$ cat config.mk
export PLATFORM = sky130hd
export DESIGN_NAME = ifetch
export DESIGN_NICKNAME = d
export VERILOG_FILES = /design/src/rtl/ifetch_pkg.sv /design/src/rtl/ifetch.sv
export SDC_FILE = /design/constraint.sdc
export NUM_CORES = 1
export LEC_CHECK = 0
export CAP_MARGIN = 20
export CORE_ASPECT_RATIO = 0.8
export CORE_MARGIN = 4
export CORE_UTILIZATION = 57
export CTS_BUF_LIST = sky130_fd_sc_hd__clkbuf_16
export CTS_CLUSTER_SIZE = 10
export DETAILED_ROUTE_END_ITERATION = 8
export DONT_BUFFER_PORTS = 1
export PLACE_DENSITY_LB_ADDON = 0.2
export SLEW_MARGIN = 10
export SYNTH_ARGS = -nofsm -noshare
export SYNTH_HDL_FRONTEND = slang
export SYNTH_SLANG_ARGS = --single-unit
$ cat constraint.sdc
create_clock -name clk -period 2.01 [get_ports clk]
set_clock_uncertainty 0.1 [all_clocks]
set_input_delay 0.3015 -clock clk [delete_from_list [all_inputs] [get_ports clk]]
set_output_delay 0.3015 -clock clk [all_outputs]
set_load 0.02 [all_outputs]
$ cat src/rtl/ifetch_pkg.sv
// ifetch_pkg: shared types and constants for the instruction fetch stage.
package ifetch_pkg;

    localparam int DATA_WIDTH = 32;
    localparam logic [DATA_WIDTH-1:0] INSTR_NOP = 32'h0000_0013;
    localparam logic [DATA_WIDTH-1:0] INSTR_BYTES = 32'd4;

    typedef enum logic [2:0] {
        IF_IDLE,
        IF_REQ,
        IF_WAIT,
        IF_ISSUE,
        IF_HALT
    } ifetch_state_t;

endpackage

$ cat src/rtl/ifetch.sv
// ifetch: owns the PC, fetches one word per req/resp handshake and offers it to the decoder;
// redirects from execute squash stale fetches, and a misaligned target halts the stage.
module ifetch
    import ifetch_pkg::*;
#(
    parameter logic [DATA_WIDTH-1:0] RESET_PC = 32'h0000_0000
) (
    input  logic                  clk,
    input  logic                  rst_n,
    input  logic                  fetch_en,
    output logic                  imem_req_valid,
    output logic [DATA_WIDTH-1:0] imem_addr,
    input  logic                  imem_resp_ready,
    input  logic                  imem_resp_valid,
    input  logic [DATA_WIDTH-1:0] imem_rdata,
    output logic                  dec_req_valid,
    output logic [DATA_WIDTH-1:0] dec_instruction,
    output logic [DATA_WIDTH-1:0] dec_pc,
    input  logic                  dec_resp_ready,
    input  logic                  redirect_valid,
    input  logic [DATA_WIDTH-1:0] redirect_pc,
    output logic                  misaligned_err,
    output logic [DATA_WIDTH-1:0] issue_count
);

    ifetch_state_t state_q, state_d;
    logic [DATA_WIDTH-1:0] pc_q, pc_d, instr_q, instr_d, dpc_q, dpc_d, cnt_q, cnt_d;
    logic discard_q, discard_d, err_q, err_d;
    logic redir, mis, req_acc, dec_acc, capture;

    always_comb begin
        redir   = redirect_valid && state_q != IF_IDLE && state_q != IF_HALT;
        mis     = redir && redirect_pc[1:0] != 2'b00;
        req_acc = state_q == IF_REQ && imem_resp_ready;
        dec_acc = state_q == IF_ISSUE && dec_resp_ready && !redirect_valid;
        capture = state_q == IF_WAIT && imem_resp_valid && !discard_q && !redir;
    end

    always_ff @(posedge clk or negedge rst_n) begin
        if (!rst_n) state_q <= IF_IDLE;
        else        state_q <= state_d;
    end

    always_comb begin
        state_d = state_q;
        case (state_q)
            IF_IDLE:  state_d = fetch_en ? IF_REQ : IF_IDLE;
            IF_REQ:   state_d = req_acc ? IF_WAIT : IF_REQ;
            IF_WAIT:  state_d = !imem_resp_valid ? IF_WAIT : (capture ? IF_ISSUE : IF_REQ);
            IF_ISSUE: state_d = (redir || dec_resp_ready) ? IF_REQ : IF_ISSUE;
            default:  state_d = IF_HALT;
        endcase
        if (mis) state_d = IF_HALT;
    end

    always_comb begin
        imem_req_valid  = state_q == IF_REQ;
        imem_addr       = pc_q;
        dec_req_valid   = state_q == IF_ISSUE && !redirect_valid;
        dec_instruction = instr_q;
        dec_pc          = dpc_q;
        misaligned_err  = err_q;
        issue_count     = cnt_q;
    end

    // A redirect that races an accepted or outstanding request marks its response for discard.
    always_comb begin
        pc_d      = (redir && !mis) ? redirect_pc : (dec_acc ? pc_q + INSTR_BYTES : pc_q);
        instr_d   = capture ? imem_rdata : instr_q;
        dpc_d     = capture ? pc_q : dpc_q;
        cnt_d     = dec_acc ? cnt_q + 32'd1 : cnt_q;
        err_d     = err_q || mis;
        discard_d = discard_q;
        if (state_q == IF_REQ && redir && req_acc) discard_d = 1'b1;
        if (state_q == IF_WAIT) discard_d = imem_resp_valid ? 1'b0 : (discard_q || redir);
    end

    always_ff @(posedge clk or negedge rst_n) begin
        if (!rst_n) begin
            pc_q      <= RESET_PC;
            instr_q   <= INSTR_NOP;
            dpc_q     <= RESET_PC;
            cnt_q     <= '0;
            err_q     <= 1'b0;
            discard_q <= 1'b0;
        end else begin
            pc_q      <= pc_d;
            instr_q   <= instr_d;
            dpc_q     <= dpc_d;
            cnt_q     <= cnt_d;
            err_q     <= err_d;
            discard_q <= discard_d;
        end
    end

endmodule

==> results of run 1 <==
==> power by group <==
part | internal (mW) | leakage (nW) | switching, mW | total, mW
logic | 0.0870 | 1.77 | 0.0255 | 0.112
registers | 2.68 | 1.84 | 0 | 2.68
clock network | 2.29 | 0.323 | 1.14 | 3.43
==> state kept, by name, indices dropped and copies added (netlist names) <==
name / flops
misaligned_err: 1
discard_q: 1
imem_addr: 32
dec_pc: 32
issue_count: 32
dec_instruction: 32
state_q: 3
==> worst max-delay path by stage <==
stage	end	cells after the start	slack, ns	start
detailed placement	issue_count[16]	6	0.07	state_q[2]
CTS	imem_addr[31]	7	0.04	state_q[2]
floorplan	issue_count[16]	7	0.02	issue_count[0]
global placement	issue_count[16]	6	0.11	state_q[2]
finish	imem_addr[23]	6	0.06	state_q[2]
global route	issue_count[16]	6	-0.09	state_q[2]
==> per-stage QoR <==
step / TNS, ns / hold WS, ns / setup WS, ns / instances / total power [mW]
2_1_floorplan: 0 / -0.0941 / 0.0241 / 516 / 2.74
3_3_place_gp: 0 / -0.0911 / 0.107 / 703 / 2.73
3_5_place_dp: 0 / -0.0907 / 0.0671 / 703 / 2.73
4_1_cts: 0 / -0.527 / 0.0436 / 799 / 6.23
5_1_grt: -0.674 / -0.537 / -0.0907 / 799 / 6.38
6_report: 0 / -0.519 / 0.0554 / 799 / 6.22
==> layout by cell type, fill, tap and decap left out, types with 4 or more instances in the layout <==
| cell type | n |
|---|---|
| a21oi_1 | 14 |
| and2_1 | 8 |
| and3_1 | 7 |
| and4_1 | 5 |
| buf_4 | 63 |
| bufinv_16 | 6 |
| clkbuf_16 | 17 |
| dfrtp_1 | 130 |
| dlygate4sd3_1 | 64 |
| inv_1 | 14 |
| mux2_2 | 4 |
| mux2_4 | 56 |
| nand2_1 | 51 |
| nand3_1 | 17 |
| nand4_1 | 20 |
| nor2_1 | 33 |
| nor3_1 | 19 |
| nor3_2 | 4 |
| nor4_2 | 7 |
| o21ai_0 | 19 |
| xnor2_1 | 41 |
| xor2_1 | 13 |
==> cell type report <==
| class | instances | area, µm² |
|---|---|---|
| sequential | 133 | 3330 |
| multi-input combinational | 352 | 2700 |
| fill | 680 | 2330 |
| timing repair buffer | 130 | 1170 |
| clock buffer | 17 | 425 |
| clock inverter | 15 | 220 |
| tap | 140 | 175 |
| inverter | 12 | 46.3 |
==> logic make-up (layout without fill, tap and decap cells) <==
| logic type | count (synthesis) | in the layout | share of synthesized area |
|---|---|---|---|
| flops | 133 | 133 | 0.542 |
| compound gates | 46 | 46 | 0.0411 |
| simple gates | 190 | 190 | 0.164 |
| buf+inv | 31 | 174 | 0.0281 |
| mux | 60 | 60 | 0.144 |
| fa+ha+maj | 2 | 2 | 0.00407 |
| xor+xnor | 54 | 54 | 0.0769 |
==> routing by layer <==
layer,vias up,share of wire,GRT usage
li1,2064,-,-
met4,0,0.016,0.0934
met2,197,0.49,0.430
met1,2250,0.40,0.334
met5,-,0,0
met3,35,0.099,0.0926
==> repair_timing <==
action | CTS | global route
hold endpoints to repair | 196 | 133
endpoints found under the setup margin | 0 | 22
gates resized for setup | 0 | 6
==> results_dict.tcl, run 1 <==
set metrics [dict create \
    ys_warn_count 0 \
    clock-root-buffer "clkbuf_16" \
    cts_hold_buf 64 \
    drc 0 \
    core_mm2 0.0104 \
    setup_viol 0 \
    relSlewSlack 0.681 \
    utilization 0.776 \
    die_w_um 124 \
    cap_violations 0 \
    async_flop_share 1.00 \
    crit_type "flop to flop" \
    drtPass1Iterations 4 \
    via_per_inst 5.69 \
    grt_pass1_vias 4880 \
    hpwl_um 11000 \
    dr.first_iter.drc_count 297 \
    crit_family "simple AND/OR/NAND/NOR gates" \
    grt_max_degree 134 \
    cts_tree "done" \
    hold_violations 134 \
    syn2layout_area_growth_pct 31.2 \
    nNetsFinal 719 \
    postLayoutCellArea_mm2 0.00807 \
    start_util 0.591 \
    leakage_nw 3.93 \
    cts_sinks 133 \
    status "finished with violations" \
    synth_edf_count 0 \
    yosys_most_used_dff "dfrtp_1" \
    synth_cells 516 \
    synthTopCellsByArea "dfrtp_1 53%, mux2_4 14%, xnor2_1 5.8%, nand2_1 3.1%, nand4_1 2.0%" \
    critPathSlowestCell "dfrtp_1" \
    drv_slew 0 \
    die_h_um 101 \
    pin_count 202 \
    rows 33 \
    numCtsBuffers 17 \
    clkLatencyLatePin_ns 0.42 \
    diodes 0 \
    synth_area_leader_cell "dfrtp_1" \
    ant_nets 0 \
    overflow 0 \
    r2r_cells 6 \
    worstMarginPinSlew_ns 0.476 \
    vias 4546 \
    min_period_over_period 0.972 \
    cp-end-kind "flop" \
    hold_path.class "input port to asynchronous set/reset pin" \
    grt_usage 0.266 \
    path_cells "nand4bb_2 > clkinv_2 > nand4_2 > nor3_1 > xnor2_1 > a21oi_1" \
    worstPathArrival_ns 2.14 \
    max-vdd-ir-drop_mv 0.572 \
    cts.path.max_buffers 2 \
    synth_top_area_frac 0.529 \
    routabilityCongestion 0.861 \
    synthDistinctLibCells 45 \
    netlist_area_mm2 0.00615 \
    place_area_mm2 0.00675 \
    grt_setup_unrepaired "yes" \
    power_density_mw_per_mm2 771 \
    synth_area_per_cell_um2 11.9 \
    violations "negative hold slack" \
    worstPathMaxFanout 9 \
    seq_area_frac_synth 0.542 \
    cp_num_buf_inv 1 \
    rr_startpoint "state_q[2]" \
    clk_pin_slew_ns 0.06 \
    slowest_delay_ns 0.40 \
    synth_nets 589 \
    antenna_found_initial 0 \
    drt_wl_total_um 16300 \
    portBuffers 0 \
    synth_common_cells "130 x dfrtp_1, 56 x mux2_4, 51 x nand2_1" \
    postCtsSetupRepairBufs 0 \
    r2r_setup_slack_ns 0.06 \
    cp.required_ns 2.20 \
    worstReg2RegEnd "imem_addr[23]" \
    dieArea_mm2 0.0125 \
    whs_ns -0.519 \
    period_needed_ns 1.95 \
    wire_per_inst_um 20.4 \
    fmax_mhz 512 \
    drive_above_1_share 0.266 \
    yosysMostFrequentCell "dfrtp_1" \
    grt_pass1_wl_um 25600 \
    h-tree-depth 4 \
    ys_seq_elements 133 \
    startpoint_type "flop" \
]
Note: power is estimated with default switching activity, not from simulation.
==> inputs of run 2 (changes only) <==
PLACE_DENSITY = 0.84   (was unset)
PLACE_DENSITY_LB_ADDON = unset   (was 0.2)
==> run 2 against run 1 <==
The run still ends with negative hold slack left. Largest power group unchanged. Largest cell class unchanged. Final area up 0.51%. Sequential cell count did not move. Critical path depth fell by 2.
==> results_dict.tcl, run 2 (same netlist as run 1, synthesis figures left out) <==
set metrics [dict create \
    vias 4614 \
    relSlewSlack 0.714 \
    worstPathMaxFanout 6 \
    routabilityCongestion 0.835 \
    grt_pass1_wl_um 26200 \
    crit_type "flop to flop" \
    worstPathArrival_ns 2.16 \
    whs_ns -0.517 \
    clock-root-buffer "clkbuf_16" \
    period_needed_ns 1.93 \
    place_area_mm2 0.00673 \
    clk_pin_slew_ns 0.06 \
    startpoint_type "flop" \
    drive_above_1_share 0.277 \
    grt_usage 0.273 \
    dr.first_iter.drc_count 339 \
    setup_slack_ns 0.0845 \
    cap_violations 0 \
    drc 0 \
    max-vdd-ir-drop_mv 0.715 \
    wire_per_inst_um 21.1 \
    fmax_mhz 519 \
    via_per_inst 5.75 \
    postLayoutCellArea_mm2 0.00811 \
    cp.required_ns 2.24 \
    layout_common_cells "128 x dfrtp_1, 65 x dlygate4sd3_1, 65 x buf_4" \
    leakage_nw 3.93 \
    start_util 0.591 \
    cts_tree "done" \
    cts.path.max_buffers 2 \
    cp-end-kind "flop" \
    utilization 0.780 \
    numCtsBuffers 17 \
    syn2layout_area_growth_pct 31.9 \
    power_density_mw_per_mm2 748 \
    pin_count 202 \
    drtPass1Iterations 8 \
    drt_wl_total_um 16900 \
    clkLatencyLatePin_ns 0.41 \
    cts_sinks 133 \
    nNetsFinal 721 \
    overflow 0 \
    violations "negative hold slack" \
    hold_violations 133 \
    hold_path.class "input port to asynchronous set/reset pin" \
    dieArea_mm2 0.0125 \
    rows 33 \
    portBuffers 0 \
    cts_hold_buf 65 \
    ant_nets 0 \
    final_common_cell "dfrtp_1" \
    drv_slew 0 \
    status "finished with violations" \
    die_w_um 124 \
    die_h_um 101 \
    worstMarginPinSlew_ns 0.428 \
    dp_slack_ns 0.00835 \
    antenna_found_initial 1 \
    min_period_over_period 0.958 \
    grt_max_degree 134 \
    grt_pass1_vias 4925 \
    core_mm2 0.0104 \
    h-tree-depth 4 \
    hpwl_um 11200 \
    setup_viol 0 \
]
[run 2: cell count changes in the layout (fill, tap and decap cells not counted), sizes merged]
cell / change
bufinv: -2
inv: +1
dlygate4sd3: +1
buf: +1
clkinvlp: +1
diode: +1
[run 2: cell type report]
class                           instances  area, µm²
Antenna cell                            1       2.50
Clock buffer                           17        425
Clock inverter                         15        204
Fill cell                             629       2290
Inverter                               12       47.5
Multi-Input combinational cell        352       2740
Sequential cell                       133       3330
Tap cell                              140        175
Timing Repair Buffer                  132       1180
[run 2: worst paths after layout]
kind                                 start            endpoint  slack [ns]  depth (start not counted)
min in group clk           imem_resp_ready          state_q[0]        0.07                          3
max                          imem_addr[19]       imem_addr[29]        0.08                          4
min                                  rst_n  dec_instruction[8]       -0.52                          0
max reg2reg                  imem_addr[19]       imem_addr[29]        0.08                          4
max in group asynchronous            rst_n  dec_instruction[0]        2.13                          0
min reg2reg                   imem_addr[2]        imem_addr[2]        0.47                          1
[run 2: worst max-delay path: stages (launching register included)]
cell and delay [ns]:
dfrtp_1 0.38, and3_1 0.36, nand4_1 0.27, or4_1 0.58, a31oi_1 0.17
[run 2: layer usage]
| layer | global-route usage | vias to the layer above | wire length (µm) | share of wire |
|---|---|---|---|---|
| li1 | - | 2076 | - | - |
| met1 | 0.319 | 2297 | 6350 | 0.38 |
| met2 | 0.461 | 209 | 8470 | 0.50 |
| met3 | 0.112 | 32 | 1800 | 0.11 |
| met4 | 0.0867 | 0 | 311 | 0.018 |
| met5 | 0 | - | 0 | 0 |
[run 2: power by group]
| group | switching (mW) | leakage [nW] | internal, mW |
|---|---|---|---|
| combinational | 0.0287 | 1.79 | 0.0890 |
| sequential | 0 | 1.83 | 2.68 |
| clock | 1.19 | 0.300 | 2.09 |
| total | 1.22 | 3.93 | 4.85 |
[run 2: what timing repair did]
action,CTS,global route
endpoints found under the setup margin,3,34
setup buffers,0,2
gates cloned,0,0
resized for setup,3,13
hold endpoints to repair,198,133
pin swaps,0,2
[run 2: metrics by stage]
stage	total power [mW]	TNS [ns]	std cells
6_report	6.07	0	802
5_1_grt	6.28	-0.00199	802
4_1_cts	6.12	0	799
3_5_place_dp	2.73	0	702
3_3_place_gp	2.73	0	702
2_1_floorplan	2.74	0	516
==> inputs of run 3 (changes only) <==
CORE_UTILIZATION = 30   (was 57)
PLACE_DENSITY = 0.54   (was 0.84)
SETUP_SLACK_MARGIN = 0.5   (was unset)
==> run 3 against run 2 <==
The run still ends with negative hold slack left. Global-route usage fell by 11 points. Non-clock buffer count rose by 25. Sequential share of layout area fell by 4.8 points. Sequential power barely moved. Clock-buffer cell count did not move. Highest routed layer unchanged. Core utilization fell by 31 points. Worst setup slack got worse by 0.050 ns. Via count rose by 1.1%. Worst hold slack got worse by 0.0058 ns. Fmax fell by 2.5%.
==> results_dict.tcl, run 3 (same netlist as run 1, synthesis figures left out) <==
set metrics [dict create \
    nNetsFinal 749 \
    drtPass1Iterations 4 \
    rows 46 \
    h-tree-depth 4 \
    slowest_delay_ns 0.60 \
    period_needed_ns 1.98 \
    final_common_cell "dfrtp_1" \
    overflow 0 \
    max-vdd-ir-drop_mv 0.445 \
    drv_slew 0 \
    grt_pass1_wl_um 29500 \
    critPathSlowestCell "or4b_4" \
    grt_setup_unrepaired "yes" \
    worstMarginPinSlew_ns 0.375 \
    dr.first_iter.drc_count 207 \
    setup_viol 0 \
    portBuffers 0 \
    clock-root-buffer "clkbuf_16" \
    startpoint_type "flop" \
    ant_nets 0 \
    numCtsBuffers 17 \
    routabilityCongestion 0.781 \
    drc 0 \
    vias 4664 \
    cts_sinks 133 \
    min_period_over_period 0.983 \
    crit_type "flop to flop" \
    cts_hold_buf 66 \
    cp.required_ns 2.25 \
    cap_violations 0 \
    antenna_found_initial 1 \
    pin_count 202 \
    start_util 0.308 \
    path_cells "nor2b_2 > or4b_4 > buf_12 > buf_16 > mux2_4" \
    postLayoutCellArea_mm2 0.00930 \
    cp-end-kind "flop" \
    hpwl_um 12200 \
    fmax_mhz 506 \
    core_mm2 0.0200 \
    drt_wl_total_um 19100 \
    relSlewSlack 0.749 \
    r2r_setup_slack_ns 0.03 \
    status "finished with violations" \
    place_area_mm2 0.00709 \
    cts_tree "done" \
    dieArea_mm2 0.0229 \
    grt_max_degree 134 \
    whs_ns -0.523 \
    die_w_um 168 \
    grt_pass1_vias 5125 \
    syn2layout_area_growth_pct 51.2 \
    setup_tns_ns 0 \
    crit_family "simple AND/OR/NAND/NOR gates" \
    layout_common_cells "91 x dfrtp_1, 66 x dlygate4sd3_1, 58 x mux2_4" \
    via_per_inst 4.89 \
    clkLatencyLatePin_ns 0.42 \
    die_h_um 136 \
    grt_usage 0.165 \
    violations "negative hold slack" \
    hold_path.class "input port to asynchronous set/reset pin" \
    cp_num_buf_inv 2 \
    leakage_nw 4.48 \
    clk_pin_slew_ns 0.06 \
    worstPathArrival_ns 2.22 \
    wire_per_inst_um 20.0 \
    hold_violations 133 \
    cts.path.max_buffers 2 \
    drive_above_1_share 0.464 \
    power_density_mw_per_mm2 605 \
    worstPathMaxFanout 7 \
]
run 3: metal layers:
metal / GRT usage / wire length (µm) / up-vias / share of wire
met5: 0 / 0 / - / 0
li1: - / - / 2137 / -
met3: 0.0634 / 1670 / 25 / 0.088
met4: 0.0424 / 250 / 0 / 0.013
met1: 0.199 / 7730 / 2339 / 0.40
met2: 0.280 / 9430 / 163 / 0.49
run 3: metrics by stage:
step	power (mW)	hold slack (ns)	cells	util	setup slack [ns]
final	5.62	-0.523	954	0.466	0.0349
after global routing	5.85	-0.556	954	0.466	0.00110
after CTS	5.71	-0.547	938	0.444	0.0651
after detailed placement	2.73	-0.0904	813	0.355	0.0935
after global placement	2.73	-0.0905	813	0.355	0.147
after floorplan	2.74	-0.0941	516	-	0.226
run 3: cell type report:
type,count,area (µm²)
Clock buffer,17,425
Timing Repair Buffer,157,1590
Multi-Input combinational cell,354,3400
Inverter,12,57.6
Clock inverter,15,100
Tap cell,264,330
Fill cell,1739,10700
Antenna cell,1,2.50
Sequential cell,133,3380
Timing Repair inverter,1,16.3
run 3: path summary, 6_finish.rpt:
path / cells after the start / to / start
min in group clk: 3 / state_q[0] / imem_resp_ready
max in group asynchronous: 0 / dec_instruction[0] / rst_n
min: 0 / dec_instruction[23] / rst_n
min reg2reg: 1 / issue_count[0] / issue_count[0]
max: 5 / dec_instruction[1] / state_q[2]
max reg2reg: 5 / dec_instruction[1] / state_q[2]
run 3: power breakdown:
part	switching, mW	total (mW)	internal (mW)
registers	0	2.68	2.68
clock network	1.17	2.83	1.66
logic	0.0276	0.119	0.0918
total	1.20	5.62	4.43
run 3: what timing repair did:
action                                  CTS  global route
setup buffers                            21            14
endpoints found under the setup margin  122           131
hold endpoints to repair                200           133
resized for setup                        69            66
pin swaps                                52            41
cloned                                    6             1
run 3: worst register-to-register path, stage by stage (launching register included):
cell and delay, ns:
dfrtp_1 0.42, nor2b_2 0.15, or4b_4 0.60, buf_12 0.20, buf_16 0.15, mux2_4 0.29
